## config.mk

```make
export PLATFORM = sky130hd
export DESIGN_NAME = mux_arbiter8_flat
export DESIGN_NICKNAME = d
export VERILOG_FILES = /design/src/rtl/mux_arbiter8_if.sv /design/src/rtl/mux_arbiter8.sv /design/src/flat_wrapper.sv
export SDC_FILE = /design/constraint.sdc
export NUM_CORES = 1
export LEC_CHECK = 0
export CAP_MARGIN = 40
export CORE_ASPECT_RATIO = 1.25
export CORE_UTILIZATION = 50
export DETAILED_ROUTE_END_ITERATION = 6
export GPL_TIMING_DRIVEN = 0
export PLACE_DENSITY = 0.73
export SYNTH_ARGS = -nofsm -noshare
export SYNTH_HDL_FRONTEND = slang
export SYNTH_SLANG_ARGS = --single-unit
```

## constraint.sdc

```tcl
create_clock -name clock -period 3.95 [get_ports clock]
set_input_delay 1.185 -clock clock [delete_from_list [all_inputs] [get_ports clock]]
set_output_delay 1.185 -clock clock [all_outputs]
set_load 0.005 [all_outputs]
```

## src/rtl/mux_arbiter8_if.sv

```systemverilog
// Requester-side bus of the 8-way round-robin mux arbiter: requests, data, grant, select, output.
// Latency: none (signal bundle only).
// Backpressure: ready is driven by the downstream consumer of F; master drives, slave (arbiter) responds.
interface mux_arbiter8_if #(
    parameter int N = 1
);
    logic [7:0]   req;
    logic [N-1:0] I00;
    logic [N-1:0] I01;
    logic [N-1:0] I02;
    logic [N-1:0] I03;
    logic [N-1:0] I04;
    logic [N-1:0] I05;
    logic [N-1:0] I06;
    logic [N-1:0] I07;
    logic         ready;
    logic [7:0]   grant;
    logic [2:0]   sel;
    logic         valid;
    logic [N-1:0] F;

    modport master (
        output req, I00, I01, I02, I03, I04, I05, I06, I07, ready,
        input  grant, sel, valid, F
    );

    modport slave (
        input  req, I00, I01, I02, I03, I04, I05, I06, I07, ready,
        output grant, sel, valid, F
    );
endinterface

```

## src/rtl/mux_arbiter8.sv

```systemverilog
// 8-way round-robin arbiter with 8:1 data mux; optional per-grant transfer limit via ARB_HOLD_LIMIT_EN.
// Latency: grant/sel/valid registered one cycle after request seen in IDLE; F combinational from sel.
// Backpressure: ready=0 holds owner, grant and data; release always costs one IDLE cycle.
module mux_arbiter8 #(
    parameter int N        = 1,
    parameter int MAX_HOLD = 4
) (
    input  logic            clock,
    input  logic            reset,
    mux_arbiter8_if.slave   bus
);
    typedef enum logic {ST_IDLE = 1'b0, ST_OWN = 1'b1} state_t;

    state_t       r_state;
    logic [2:0]   r_sel;
    logic [2:0]   r_last;
    logic [7:0]   r_grant;
    logic         r_valid;

    state_t       w_state_nxt;
    logic [2:0]   w_sel_nxt;
    logic [2:0]   w_last_nxt;
    logic [7:0]   w_grant_nxt;
    logic         w_valid_nxt;
    logic [2:0]   w_winner;
    logic         w_found;
    logic [N-1:0] w_f;

    // Legal MAX_HOLD is 1..15; an out-of-range value shows up as this named scope in the hierarchy.
    if (MAX_HOLD < 1 || MAX_HOLD > 15) begin : g_max_hold_out_of_range
    end

`ifdef ARB_HOLD_LIMIT_EN
    localparam logic [3:0] HOLD_LAST = 4'(MAX_HOLD - 1);
    logic [3:0] r_hold;
    logic [3:0] w_hold_nxt;
    logic       w_xfer;
    assign w_xfer = r_valid & bus.ready;
`endif

    // Round-robin pick: first requesting index after the previous owner, wrapping mod 8.
    always_comb begin
        w_winner = r_last;
        w_found  = 1'b0;
        for (int i = 1; i <= 8; i++) begin
            if (!w_found && bus.req[3'(r_last + 3'(i))]) begin
                w_winner = 3'(r_last + 3'(i));
                w_found  = 1'b1;
            end
        end
    end

    // State register: reset wins over every event, including a transfer in the same cycle.
    always_ff @(posedge clock) begin
        if (reset) begin
            r_state <= ST_IDLE;
            r_sel   <= 3'd0;
            r_last  <= 3'd7;
            r_grant <= 8'h00;
            r_valid <= 1'b0;
`ifdef ARB_HOLD_LIMIT_EN
            r_hold  <= 4'd0;
`endif
        end else begin
            r_state <= w_state_nxt;
            r_sel   <= w_sel_nxt;
            r_last  <= w_last_nxt;
            r_grant <= w_grant_nxt;
            r_valid <= w_valid_nxt;
`ifdef ARB_HOLD_LIMIT_EN
            r_hold  <= w_hold_nxt;
`endif
        end
    end

    // Next state: grant from IDLE, keep ownership while the owner requests, release to IDLE otherwise.
    always_comb begin
        w_state_nxt = r_state;
        w_sel_nxt   = r_sel;
        w_last_nxt  = r_last;
`ifdef ARB_HOLD_LIMIT_EN
        w_hold_nxt  = r_hold;
`endif
        case (r_state)
            ST_IDLE: begin
                if (w_found) begin
                    w_state_nxt = ST_OWN;
                    w_sel_nxt   = w_winner;
`ifdef ARB_HOLD_LIMIT_EN
                    w_hold_nxt  = 4'd0;
`endif
                end
            end
            ST_OWN: begin
                if (!bus.req[r_sel]) begin
                    // Owner dropped its request: leave whether or not a transfer happened.
                    w_state_nxt = ST_IDLE;
                    w_last_nxt  = r_sel;
                end
`ifdef ARB_HOLD_LIMIT_EN
                else if (w_xfer) begin
                    if (r_hold == HOLD_LAST) begin
                        w_state_nxt = ST_IDLE;
                        w_last_nxt  = r_sel;
                    end else begin
                        w_hold_nxt = r_hold + 4'd1;
                    end
                end
`endif
            end
            default: begin
                w_state_nxt = ST_IDLE;
            end
        endcase
    end

    // Outputs for the next cycle, derived from the next state so grant/valid leave flops directly.
    always_comb begin
        w_valid_nxt = (w_state_nxt == ST_OWN);
        w_grant_nxt = w_valid_nxt ? (8'h01 << w_sel_nxt) : 8'h00;
    end

    // Unregistered 8:1 data select driven by the owner index.
    always_comb begin
        case (r_sel)
            3'd0:    w_f = bus.I00;
            3'd1:    w_f = bus.I01;
            3'd2:    w_f = bus.I02;
            3'd3:    w_f = bus.I03;
            3'd4:    w_f = bus.I04;
            3'd5:    w_f = bus.I05;
            3'd6:    w_f = bus.I06;
            default: w_f = bus.I07;
        endcase
    end

    assign bus.grant = r_grant;
    assign bus.sel   = r_sel;
    assign bus.valid = r_valid;
    assign bus.F     = w_f;
endmodule

```

## src/flat_wrapper.sv

```systemverilog
// flat-port wrapper written by rule: the top's interface ports become plain ports
module mux_arbiter8_flat 
#(
    parameter int N        = 1,
    parameter int MAX_HOLD = 4
)
  (clock, reset, bus_req, bus_I00, bus_I01, bus_I02, bus_I03, bus_I04, bus_I05, bus_I06, bus_I07, bus_ready, bus_grant, bus_sel, bus_valid, bus_F);
  mux_arbiter8_if #(.N(N)) bus_i ();
  input  logic clock;
  input  logic reset;
  input wire logic [$bits(bus_i.req)-1:0] bus_req;
  input wire logic [$bits(bus_i.I00)-1:0] bus_I00;
  input wire logic [$bits(bus_i.I01)-1:0] bus_I01;
  input wire logic [$bits(bus_i.I02)-1:0] bus_I02;
  input wire logic [$bits(bus_i.I03)-1:0] bus_I03;
  input wire logic [$bits(bus_i.I04)-1:0] bus_I04;
  input wire logic [$bits(bus_i.I05)-1:0] bus_I05;
  input wire logic [$bits(bus_i.I06)-1:0] bus_I06;
  input wire logic [$bits(bus_i.I07)-1:0] bus_I07;
  input wire logic [$bits(bus_i.ready)-1:0] bus_ready;
  output wire logic [$bits(bus_i.grant)-1:0] bus_grant;
  output wire logic [$bits(bus_i.sel)-1:0] bus_sel;
  output wire logic [$bits(bus_i.valid)-1:0] bus_valid;
  output wire logic [$bits(bus_i.F)-1:0] bus_F;
  assign bus_i.req = bus_req;
  assign bus_i.I00 = bus_I00;
  assign bus_i.I01 = bus_I01;
  assign bus_i.I02 = bus_I02;
  assign bus_i.I03 = bus_I03;
  assign bus_i.I04 = bus_I04;
  assign bus_i.I05 = bus_I05;
  assign bus_i.I06 = bus_I06;
  assign bus_i.I07 = bus_I07;
  assign bus_i.ready = bus_ready;
  assign bus_grant = bus_i.grant;
  assign bus_sel = bus_i.sel;
  assign bus_valid = bus_i.valid;
  assign bus_F = bus_i.F;
  mux_arbiter8 #(.N(N), .MAX_HOLD(MAX_HOLD)) u_core (.clock(clock), .reset(reset), .bus(bus_i));
endmodule
```

Word level (Yosys, flattened, before mapping)
Cells that the tools add are included.
Operators by class
  multiplexer cells: 40
  magnitude comparators: 9
  $add $sub $neg: 7
  shift operators: 1
  equality and inequality tests: 6
  reductions and logical operators: 17
  bitwise gates (word level): 3
Operator list (number)
  $lt 3x4->1 const B: 9
  $mux 3: 10
  $bmux 1 s3: 9
  $mux 1: 19
  $add 3x3->3 const B: 4
  $eq 3x3->1 const B: 3
  $shl 1x3->8 const A: 1
  $logic_and 1x1->1: 7
  $logic_not 1->1: 7
  $pmux 1 s7: 1
  $add 3x2->3 const B: 2
  $eq 3x2->1 const B: 2
  $add 3x1->3 const B: 1
  $eq 3x1->1 const B: 1
  $logic_not 3->1: 1
  $not 1->1: 3
  $pmux 1 s2: 1
  $reduce_and 2->1: 1
  $reduce_or 2->1: 1
Storage, ports and cells
  logic and storage cells: 87
  register bits after elaboration: 15
  output and inout bits: 13

Longest topological paths before layout
  word-level depth: 29
  gate-level depth with buffers: 13
  mapped depth without buffers: 9

Least setup slack after synthesis
No wires, ideal clock.
  path type: input to register
  start point: in bus_req[3]
  end point: reg u_core.r_grant[2] (netlist: u_core.bus.grant[2])
  stages on the path: 8
  library setup time: 117 ps
  required time: 3833 ps
  arrival: 3368 ps
  setup slack: 466 ps
  path through: buf_2 -> mux2_1 -> mux4_2 -> or4_4 -> o31ai_2 -> a22oi_2 -> a211oi_4 -> and4b_1
On the way
  longest elaborated chain between the ends: 28
  elaborated cells on any way between the ends: 56
  classes of those cells: shift: 1; mux: 39; bitwise: 1; reduce/logical: 15
RTL lines
  start: declaration: line flat_wrapper.sv:11  | input wire logic [$bits(bus_i.req)-1:0] bus_req;
  $bmux 1 s3: line mux_arbiter8.sv:46  | if (!w_found && bus.req[3'(r_last + 3'(i))]) begin
  $mux 1 (not written as such): line mux_arbiter8.sv:46
  $mux 1: line mux_arbiter8.sv:46
  $logic_not 1->1: line mux_arbiter8.sv:46
  $logic_and 1x1->1: line mux_arbiter8.sv:46
  $mux 1: line mux_arbiter8.sv:46
  $logic_not 1->1: line mux_arbiter8.sv:46
  $logic_and 1x1->1: line mux_arbiter8.sv:46
  [... 12 more ...]
  $mux 1: line mux_arbiter8.sv:46
  $logic_not 1->1: line mux_arbiter8.sv:46
  $logic_and 1x1->1: line mux_arbiter8.sv:46
  $mux 1: line mux_arbiter8.sv:46
  $mux 1: line mux_arbiter8.sv:86  | if (w_found) begin
  $pmux 1 s2: line mux_arbiter8.sv:84  | case (r_state)
  $not 1->1 (no source line)
  $reduce_or 2->1 (no source line)
  end signal: assignment: line mux_arbiter8.sv:68  | r_grant <= w_grant_nxt;
  end: declaration: line mux_arbiter8.sv:17  | logic [7:0] r_grant;
Several ways; a longest one is shown, not always the timed one. The select of a mux whose other input is x is not followed.
A chain may end at the register's enable or synchronous reset.

Worst setup path in the final report
  start point: in bus_req[7]
  end point: reg u_core.r_grant[7] (netlist: u_core.bus.grant[7])
The elaborated chain is that of the path after synthesis.

==> run summary <==
Floorplan
• starting utilization of the core area: 52.1%
• Total Die Area: 0.00388 mm^2
• number of rows in the core area: 24
• floorplan die width: 55.9 um
• Core Region: 0.00348 mm^2
• Die Span Y: 69.4 um
• I/O Pins: 32

Power and ir drop
• standby leakage power: 0.880 nW
• peak ir drop on the vdd network: 553 uV
• total power divided by cell area: 797 mW/mm^2

Setup path
• flop-to-flop setup slack: 0.38 ns
• signal arrival time at the worst endpoint: 3.90 ns
• endpoint of the most critical register-to-register path: u_core.bus.grant[3]
• kind of launch point of the worst setup path: primary input
• category of the most critical setup path: primary input to register
• critical path, cell by cell: clkdlybuf4s50_1, clkbuf_1, mux2i_1, mux4_2, nand4_1, nor2_1, a32o_1, a211oi_4, buf_4, nor4_1
• worst flop-to-flop path startpoint: u_core.r_last[1]
• highest cell delay on the worst timing path: 0.54 ns
• Buf+Inv Stages, Crit Path: 3
• required time at the endpoint of the critical path: 4.06 ns
• critical path depth: 10
• slowest stage cell, crit path: sky130_fd_sc_hd__mux4_2
• critical-path maximum fanout: 10
• Worst path top cell family by delay: buffers and inverters
• cell count of the worst reg-to-reg path: 11
• CP endpoint kind: register

STA
• worst hold slack: 0.701 ns
• fin crit share: 95.9%
• transition time at the pin with the least slew margin: 0.801 ns
• number of pins with negative max-slew slack in the final report: 0
• Final TNS setup: 0 ns
• least setup slack across all paths after layout: 0.163 ns
• number of setup violations in the final report: 0
• final hold vios: 0
• achievable clock frequency: 264 MHz
• final critical-path required period: 3.79 ns
• Max-Slew Margin vs Limit: 46.2%
• unrepaired setup endpoints after global routing: false
• Layout Skew: 0.00522 ns

GRT
• global-route wire length before repair: 7460 um
• GRT Resource Usage Total: 23.9%
• initial antenna violation count: 0
• M3 GR Usage: 1.87%
• overflow left after global routing: 0
• maximum number of pins on one net before global-route repair: 11
• met2 Track Usage GR: 41.0%
• vias in the first global route: 1576
• GRT Max-Usage Layer: met2
• met1 Usage GRT: 30.0%

Routing
• DRC violation count after routing: 0
• post-route ant nets: 0
• wirelength, routed: 4600 um
• vias: 1704
• first-pass detailed-route iteration total: 4
• First DRT Iteration DRCs: 63
• detailed-route vias per instance: 6.26
• WL/cell: 16.9 um

Clock tree
• number of buffers created by CTS: 3
• H-tree depth: 1
• clock tree from TritonCTS: yes
• Longest Clk Path Bufs: 2
• clock root buffer: sky130_fd_sc_hd__clkbuf_8
• Reg clk slew, reported paths: 0.06 ns
• hold_buf cts: 0
• clock insertion delay at the later pin of the skew report: 0.25 ns
• number of sinks driven by the clock tree: 15

Yosys
• number of enable flip-flop cells after synthesis: 0
• number of warnings issued by yosys: 0
• asr flop ratio synth: 0%
• Avg Inst Size Synth: 9.03 um^2
• number of synthesized register bits: 15
• top_reg_cell synth: sky130_fd_sc_hd__dfxtp_1
• sequential share of the synthesized area: 16.5%
• distinct cell type count after synthesis: 59
• synthesized instance count: 201
• Post-Syn Nets: 222
• Synth Cell Area: 0.00182 mm^2

Min path
• Hold Crit Depth: 2
• min-delay src: u_core.bus.sel[2]
• class of the tightest hold or removal check: register to register
• Worst Hold Endpoint: u_core.r_last[2]

Placement
• cell area reported after detailed placement: 0.00211 mm^2
• final weighted congestion in routability-driven placement: 0.978
• detailed placer's ending HPWL: 3450 um
• PortBufs: 25
• pre-CTS setup slack: -0.190 ns

Layout
• Area growth, synth to finish: 20.5%
• Post-layout nets: 255
• number of diodes: 0
• area of all placed cells without fillers: 0.00219 mm^2
• Sequential cell area: 300 um^2
• final cell utilization of the core: 62.8%
• count of fill cells added during filler insertion: 318
• share of layout cells above drive strength 1: 21.9%
• total area of multi-input combinational cells: 0.00139 mm^2

Flow run
• total of max-cap violations: 0

Run status
• status: finished, final reports clean

[final cells by class]
type,count,area share (%)
buffer,19,4.41
timing repair buffer,28,12.6
clock inverter,1,0.229
sequential,15,13.7
clock buffer,3,1.89
tap,39,2.23
multi-input combinational,158,63.4
inverter,9,1.54
[repair_timing]
action,4_1_cts,5_1_grt
endpoints found under the hold margin,0,0
endpoints found under the setup margin,0,5
gates resized for setup,0,3
setup buffers,0,3
[cells in the final DEF (no fill, tap or decap), types with 4 or more instances in the layout]
cell type                         count
sky130_fd_sc_hd__clkdlybuf4s50_1     24
sky130_fd_sc_hd__nand2_1             21
sky130_fd_sc_hd__nor2_1              16
sky130_fd_sc_hd__mux2i_1             15
sky130_fd_sc_hd__dfxtp_1             15
sky130_fd_sc_hd__mux4_2              13
sky130_fd_sc_hd__o21ai_0              9
sky130_fd_sc_hd__inv_1                8
sky130_fd_sc_hd__buf_2                6
sky130_fd_sc_hd__clkbuf_1             6
sky130_fd_sc_hd__mux2_2               6
sky130_fd_sc_hd__clkbuf_2             5
sky130_fd_sc_hd__nor3b_1              5
sky130_fd_sc_hd__buf_4                4
sky130_fd_sc_hd__and2_1               4
[cells by family after synthesis]
group | after synthesis | synth area share [%]
buffers and inverters | 28 | 7.10
muxes | 39 | 32.3
and+or+nand+nor | 75 | 23.8
DFF | 15 | 16.5
xor gates and xnor gates | 2 | 0.965
adders and majority gates | 2 | 1.38
AOI/OAI and AO/OA | 40 | 18.0
[per-stage QoR]
| stage | power (mW) | cells |
|---|---|---|
| after global placement | 1.55 | 265 |
| final | 1.74 | 272 |
| after floorplan | 1.25 | 201 |
| after CTS | 1.69 | 269 |
| after detailed placement | 1.57 | 265 |
| after global routing | 1.87 | 272 |
[synthesized netlist by cell type, drive strengths merged (2+ instances only)]
cell    number  area [um^2]
a22oi        2         20.0
nand4        2         12.5
mux2i       15          150
nor3b        5         37.5
nand2b       2         12.5
and4b        3         30.0
clkbuf      11         46.3
a211oi       4         42.5
dfxtp       15          300
nand2       21         78.8
nor2b        2         12.5
nor4         2         12.5
o22ai        2         12.5
nand3b       2         15.0
o211ai       2         15.0
ha           2         25.0
nor2        16         60.1
nor3         3         15.0
buf          8         48.8
nand3        2         10.0
a21o         2         15.0
mux2        10          116
a21oi        3         15.0
o31ai        3         27.5
nor4b        5         65.1
o21ai        9         45.0
mux4        14          319
inv          9         33.8
and2         4         25.0
a31oi        3         33.8
and3         3         18.8
[where the power goes]
group / switching (mW) / internal [mW] / total (mW)
Sequential: 0.0277 / 0.201 / 0.229
Clock: 0.0521 / 0.0698 / 0.122
Combinational: 0.723 / 0.670 / 1.39
Total: 0.803 / 0.941 / 1.74
[worst min-delay path, stage by stage, from the launching register on]
cell and delay [ns]:
sky130_fd_sc_hd__dfxtp_1 0.35, sky130_fd_sc_hd__inv_1 0.16, sky130_fd_sc_hd__o211ai_1 0.12
[worst max-delay path by stage]
stage | from | to | slack (ns)
6_report | bus_req[7] | u_core.bus.grant[7] | 0.16
2_1_floorplan | bus_req[3] | u_core.bus.grant[2] | 0.47
3_3_place_gp | bus_req[2] | u_core.bus.grant[2] | -0.16
5_1_grt | bus_req[7] | u_core.bus.grant[7] | 0.02
4_1_cts | bus_req[2] | u_core.bus.grant[5] | 0.07
3_5_place_dp | bus_req[2] | u_core.bus.grant[2] | -0.19
[layer usage]
layer / part of all wire, % / vias to the layer above
met2: 49 / 58
met4: 3.5 / 0
li1: - / 828
met5: 0 / -
met3: 4.2 / 14
met1: 43 / 804
[state kept, by name, indices dropped and copies added, names as in the netlist]
signal	flops
u_core.r_last	3
u_core.bus.grant	8
u_core.r_state	1
u_core.bus.sel	3
(Power assumes the default switching activity.)
==> patch 1 (same flow settings) <==
Make the reset (`reset`) asynchronous in one clocked block.
--- a/src/rtl/mux_arbiter8.sv
+++ b/src/rtl/mux_arbiter8.sv
@@ -53,3 +53,3 @@
     // State register: reset wins over every event, including a transfer in the same cycle.
-    always_ff @(posedge clock) begin
+    always_ff @(posedge clock or posedge reset) begin
         if (reset) begin
Check against the original RTL: differs if reset is asserted again (counterexample within 4 cycles, from zero or initial values and one cycle with reset high); with reset held inactive, the same outputs for 10 cycles.
==> patch 1 against the unedited design <==
Clock skew grew 0.57 ps. Utilization grew 4.5 points. Total power grew 10%. Critical path depth grew 3. Design area shrank 7.7%. Wire length shrank 12%. Setup slack lost 73 ps. Global-route usage grew 2.7 points. Area after synthesis shrank 11%. Sequential cell count is the same. Non-clock buffer count shrank 8. Sequential share of layout area grew 5.0 points. Critical endpoint is now u_core.bus.grant[5]. Highest routed layer unchanged.
==> patch 1: results (changes against the unedited design) <==
INFO  metric instances_no_fill = 226 (was 272)
INFO  metric dp_hpwl = 3320 um (was 3450 um)
INFO  metric synth-adder-area-share = 0.0154 (was 0.0138)
INFO  metric place.gp.congestion = 0.897 (was 0.978)
INFO  metric setup_slack_reg_to_reg = 90 ps (was 380 ps)
INFO  metric status = completed (unchanged)
INFO  metric crit_slowest_cell = sky130_fd_sc_hd__dfstp_2 (was sky130_fd_sc_hd__mux4_2)
INFO  metric cp_top_family = compound AO/OA/AOI/OAI gates (was buffers and inverters)
INFO  metric worst_r2r_path_depth = 13 (was 11)
INFO  metric post_route_cells_drive_above_1_share = 0.274 (was 0.219)
INFO  metric synth_async_sr_flop_share = 1.00 (was 0)
INFO  metric synth_top_flop_cell = sky130_fd_sc_hd__dfrtp_1 (was sky130_fd_sc_hd__dfxtp_1)
INFO  metric routed_len_inst = 18.0 um (was 16.9 um)
INFO  metric critical_path_arrival = 4030 ps (was 3900 ps)
INFO  metric synth_compound_area_frac = 0.166 (was 0.180)
INFO  metric clk_latency = 280 ps (was 250 ps)
INFO  metric count_of_port_buffers_added_during_placement = 30 (was 25)
INFO  metric yosys.cell_types.count = 50 (was 59)
INFO  metric clk_pin_slew = 90 ps (was 60 ps)
INFO  metric synthTopCellsByArea = sky130_fd_sc_hd__dfrtp_1 (18%), sky130_fd_sc_hd__mux4_2 (14%), sky130_fd_sc_hd__mux2i_1 (5.5%), sky130_fd_sc_hd__dfstp_2 (4.9%), sky130_fd_sc_hd__mux2_2 (4.9%) (was sky130_fd_sc_hd__dfxtp_1 (17%), sky130_fd_sc_hd__mux4_2 (16%), sky130_fd_sc_hd__mux2i_1 (8.3%), sky130_fd_sc_hd__nand2_1 (4.3%), sky130_fd_sc_hd__mux2_2 (3.7%))
INFO  metric whs = 587 ps (was 701 ps)
INFO  metric crit-reg2reg-capture = u_core.bus.grant[5] (was u_core.bus.grant[3])
INFO  metric grt_first_pass_wirelength = 6890 um (was 7460 um)
INFO  metric detailedRoute.firstIterationViolations = 36 (was 63)
INFO  metric synth.mux.area_fraction = 0.322 (was 0.323)
INFO  metric netlist_instances = 156 (was 201)
INFO  metric timing.hold.worst_endpoint = u_core.r_last[2] (unchanged)
INFO  metric clock-skew-final = 5.79 ps (was 5.22 ps)
INFO  metric power.ir.vdd_worst = 0.655 mV (was 0.553 mV)
INFO  metric critical_path.reg2reg.startpoint = u_core.r_last[0] (was u_core.r_last[1])
INFO  metric slew_headroom = 0.638 (was 0.462)
INFO  metric clk_root_buffer_cell = sky130_fd_sc_hd__clkbuf_4 (was sky130_fd_sc_hd__clkbuf_8)
INFO  metric grtUsageTotal = 0.267 (was 0.239)
INFO  metric xor_and_xnor_area_share_after_synthesis = 0.0354 (was 0.00965)
INFO  metric pin_count_of_the_biggest_net_entering_global_routing = 16 (was 11)
INFO  metric syn_nets = 177 (was 222)
patch 1: worst max-delay path by stage:
| stage | cells after the start | to | slack [ps] | startpoint |
|---|---|---|---|---|
| 3_5_place_dp | 4 | bus_F | -20 | bus_I03 |
| 3_3_place_gp | 4 | bus_F | 30 | bus_I07 |
| 6_report | 13 | u_core.bus.grant[5] | 90 | u_core.r_last[0] |
| 4_1_cts | 13 | u_core.bus.grant[5] | 80 | u_core.r_last[0] |
| 2_1_floorplan | 13 | u_core.bus.grant[5] | 620 | u_core.r_last[0] |
| 5_1_grt | 13 | u_core.bus.grant[6] | -10 | u_core.r_last[0] |
patch 1: power breakdown:
part / switching [uW] / internal, uW / total, uW
sequential: 51.9 / 221 / 273
combinational: 832 / 728 / 1560
clock: 48.5 / 37.6 / 86.2
total: 932 / 987 / 1920
patch 1: layer usage:
metal	part of all wire	wire length, um	track usage	vias to the layer above
met2	0.55	2250	0.497	45
met4	0.011	43	0.0921	0
li1	-	-	-	673
met1	0.39	1580	0.305	705
met5	0	0	0	-
met3	0.046	188	0.0278	4
patch 1: final cells by class:
cell class | count | area (um^2)
Multi-Input combinational cell | 121 | 1150
Fill cell | 245 | 981
Sequential cell | 15 | 379
Timing Repair Buffer | 30 | 299
Buffer | 9 | 71.3
Tap cell | 36 | 45.0
Inverter | 11 | 43.8
Clock buffer | 3 | 22.5
Clock inverter | 1 | 5.00
patch 1: through the flow:
stage          utilization  cell area, um^2  total power [uW]
2_1_floorplan            -             1620              1430
3_3_place_gp         0.656             1970              1750
3_5_place_dp         0.656             1970              1790
4_1_cts              0.665             2000              1880
5_1_grt              0.673             2020              2060
6_report             0.673             2020              1920
patch 1: what timing repair did:
action / CTS / global route
gates cloned: 0 / 0
pin swaps: 0 / 0
resized for setup: 1 / 3
setup endpoints to repair: 1 / 6
==> patch 2 (same settings) <==
Made on the original files. Add a define of `ARB_HOLD_LIMIT_EN`.
--- a/src/rtl/mux_arbiter8.sv
+++ b/src/rtl/mux_arbiter8.sv
@@ -3,2 +3,4 @@
 // Backpressure: ready=0 holds owner, grant and data; release always costs one IDLE cycle.
+`define ARB_HOLD_LIMIT_EN
+
 module mux_arbiter8 #(
Check against the original RTL: not equivalent (Yosys sat finds a counterexample within 10 cycles, from zero or initial values and one cycle with reset high).
==> patch 2 against the unedited design <==
Wire length increased by 7.8%. Critical path type is now primary input to primary output. Clock power increased by 9%. Register-to-register slack got worse by 120 ps. Area after synthesis unchanged. Global-route usage increased by 2.6 points. Sequential power increased by 21%. Count of clock-buffer cells in the layout unchanged. Design area increased by 6.7%. Largest power group unchanged. Highest routed layer unchanged. Setup slack got worse by 10 ps. Total power decreased by 2.9%. Sequential cell count increased by 4. Critical endpoint is now bus_F.
==> patch 2: results (changes against the unedited design) <==
INFO  metric grt_pass1_vias = 1784 (was 1576)
INFO  metric grt_util_met1 = 0.339 (was 0.300)
INFO  metric met1_length = 2070 um (was 1980 um)
INFO  metric pin_count_of_the_biggest_net_entering_global_routing = 12 (was 11)
INFO  metric grt_first_pass_wirelength = 8330 um (was 7460 um)
INFO  metric inverters = 8 (was 9)
INFO  metric power.share.switching = 0.467 (was 0.460)
INFO  metric placement.cell_area = 2170 um^2 (was 2110 um^2)
INFO  metric synth_compound_area_frac = 0.203 (was 0.180)
INFO  metric seq-cell-share = 0.164 (was 0.137)
INFO  metric power.ir.vdd_worst = 0.451 mV (was 0.553 mV)
INFO  metric yosysTopAreaCellShare = 0.210 (was 0.165)
INFO  metric dr_wl_met2 = 2530 um (was 2270 um)
INFO  metric detailedRoute.firstIterationViolations = 87 (was 63)
INFO  metric multi_input_area_share = 0.611 (was 0.634)
INFO  metric count_of_port_buffers_added_during_placement = 31 (was 25)
INFO  metric tightest_slew = 747 ps (was 801 ps)
INFO  metric syn_nets = 227 (was 222)
INFO  metric internal_portion_of_total_power = 904 uW (was 941 uW)
INFO  metric status = completed (unchanged)
INFO  metric multiInputCombCellCount = 167 (was 158)
INFO  metric yosys.cell_types.count = 54 (was 59)
INFO  metric critPathMaxFanout = 1 (was 10)
INFO  metric viasPerCell = 6.47 (was 6.26)
INFO  metric postSynthAreaPerCell = 8.86 um^2 (was 9.03 um^2)
-- patch 2: final timing paths --
| kind | depth (start not counted) | startpoint | endpoint |
|---|---|---|---|
| setup reg to reg | 13 | u_core.r_last[0] | u_core.bus.grant[0] |
| hold / removal | 2 | u_core.r_hold[1] | u_core.r_hold[1] |
| setup / recovery | 7 | bus_I04 | bus_F |
| hold reg to reg | 2 | u_core.r_hold[1] | u_core.r_hold[1] |
-- patch 2: critical path: stages --
cell	delay [ps]
sky130_fd_sc_hd__clkdlybuf4s50_1	460
sky130_fd_sc_hd__mux2i_1	60
sky130_fd_sc_hd__nor2_1	110
sky130_fd_sc_hd__a21oi_1	50
sky130_fd_sc_hd__a21o_1	170
sky130_fd_sc_hd__o21ai_0	60
sky130_fd_sc_hd__clkdlybuf4s50_1	530
-- patch 2: logic make-up (layout without fill, tap and decap cells) --
family                   Yosys count  in the layout
AO/OA/AOI/OAI                     52             52
XOR/XNOR                           7              7
adder cells (fa/ha/maj)            3              3
buffers and inverters             19             56
flip-flops                        19             19
multiplexers                      39             39
AND/OR/NAND/NOR                   66             66
-- patch 2: what timing repair did --
| item | CTS | global route |
|---|---|---|
| gates cloned | 0 | 0 |
| buffers inserted | 1 | 1 |
| pin swaps | 1 | 4 |
| resized for setup | 11 | 16 |
| setup endpoints to repair | 16 | 12 |
-- patch 2: power by group through the flow --
| stage | registers, uW | logic [uW] | clock network [uW] |
|---|---|---|---|
| after floorplan | 278 | 832 | 0 |
| after global placement | 279 | 1110 | 0 |
| after detailed placement | 280 | 1140 | 0 |
| after CTS | 276 | 1210 | 133 |
| after global routing | 284 | 1400 | 143 |
| final | 277 | 1280 | 133 |
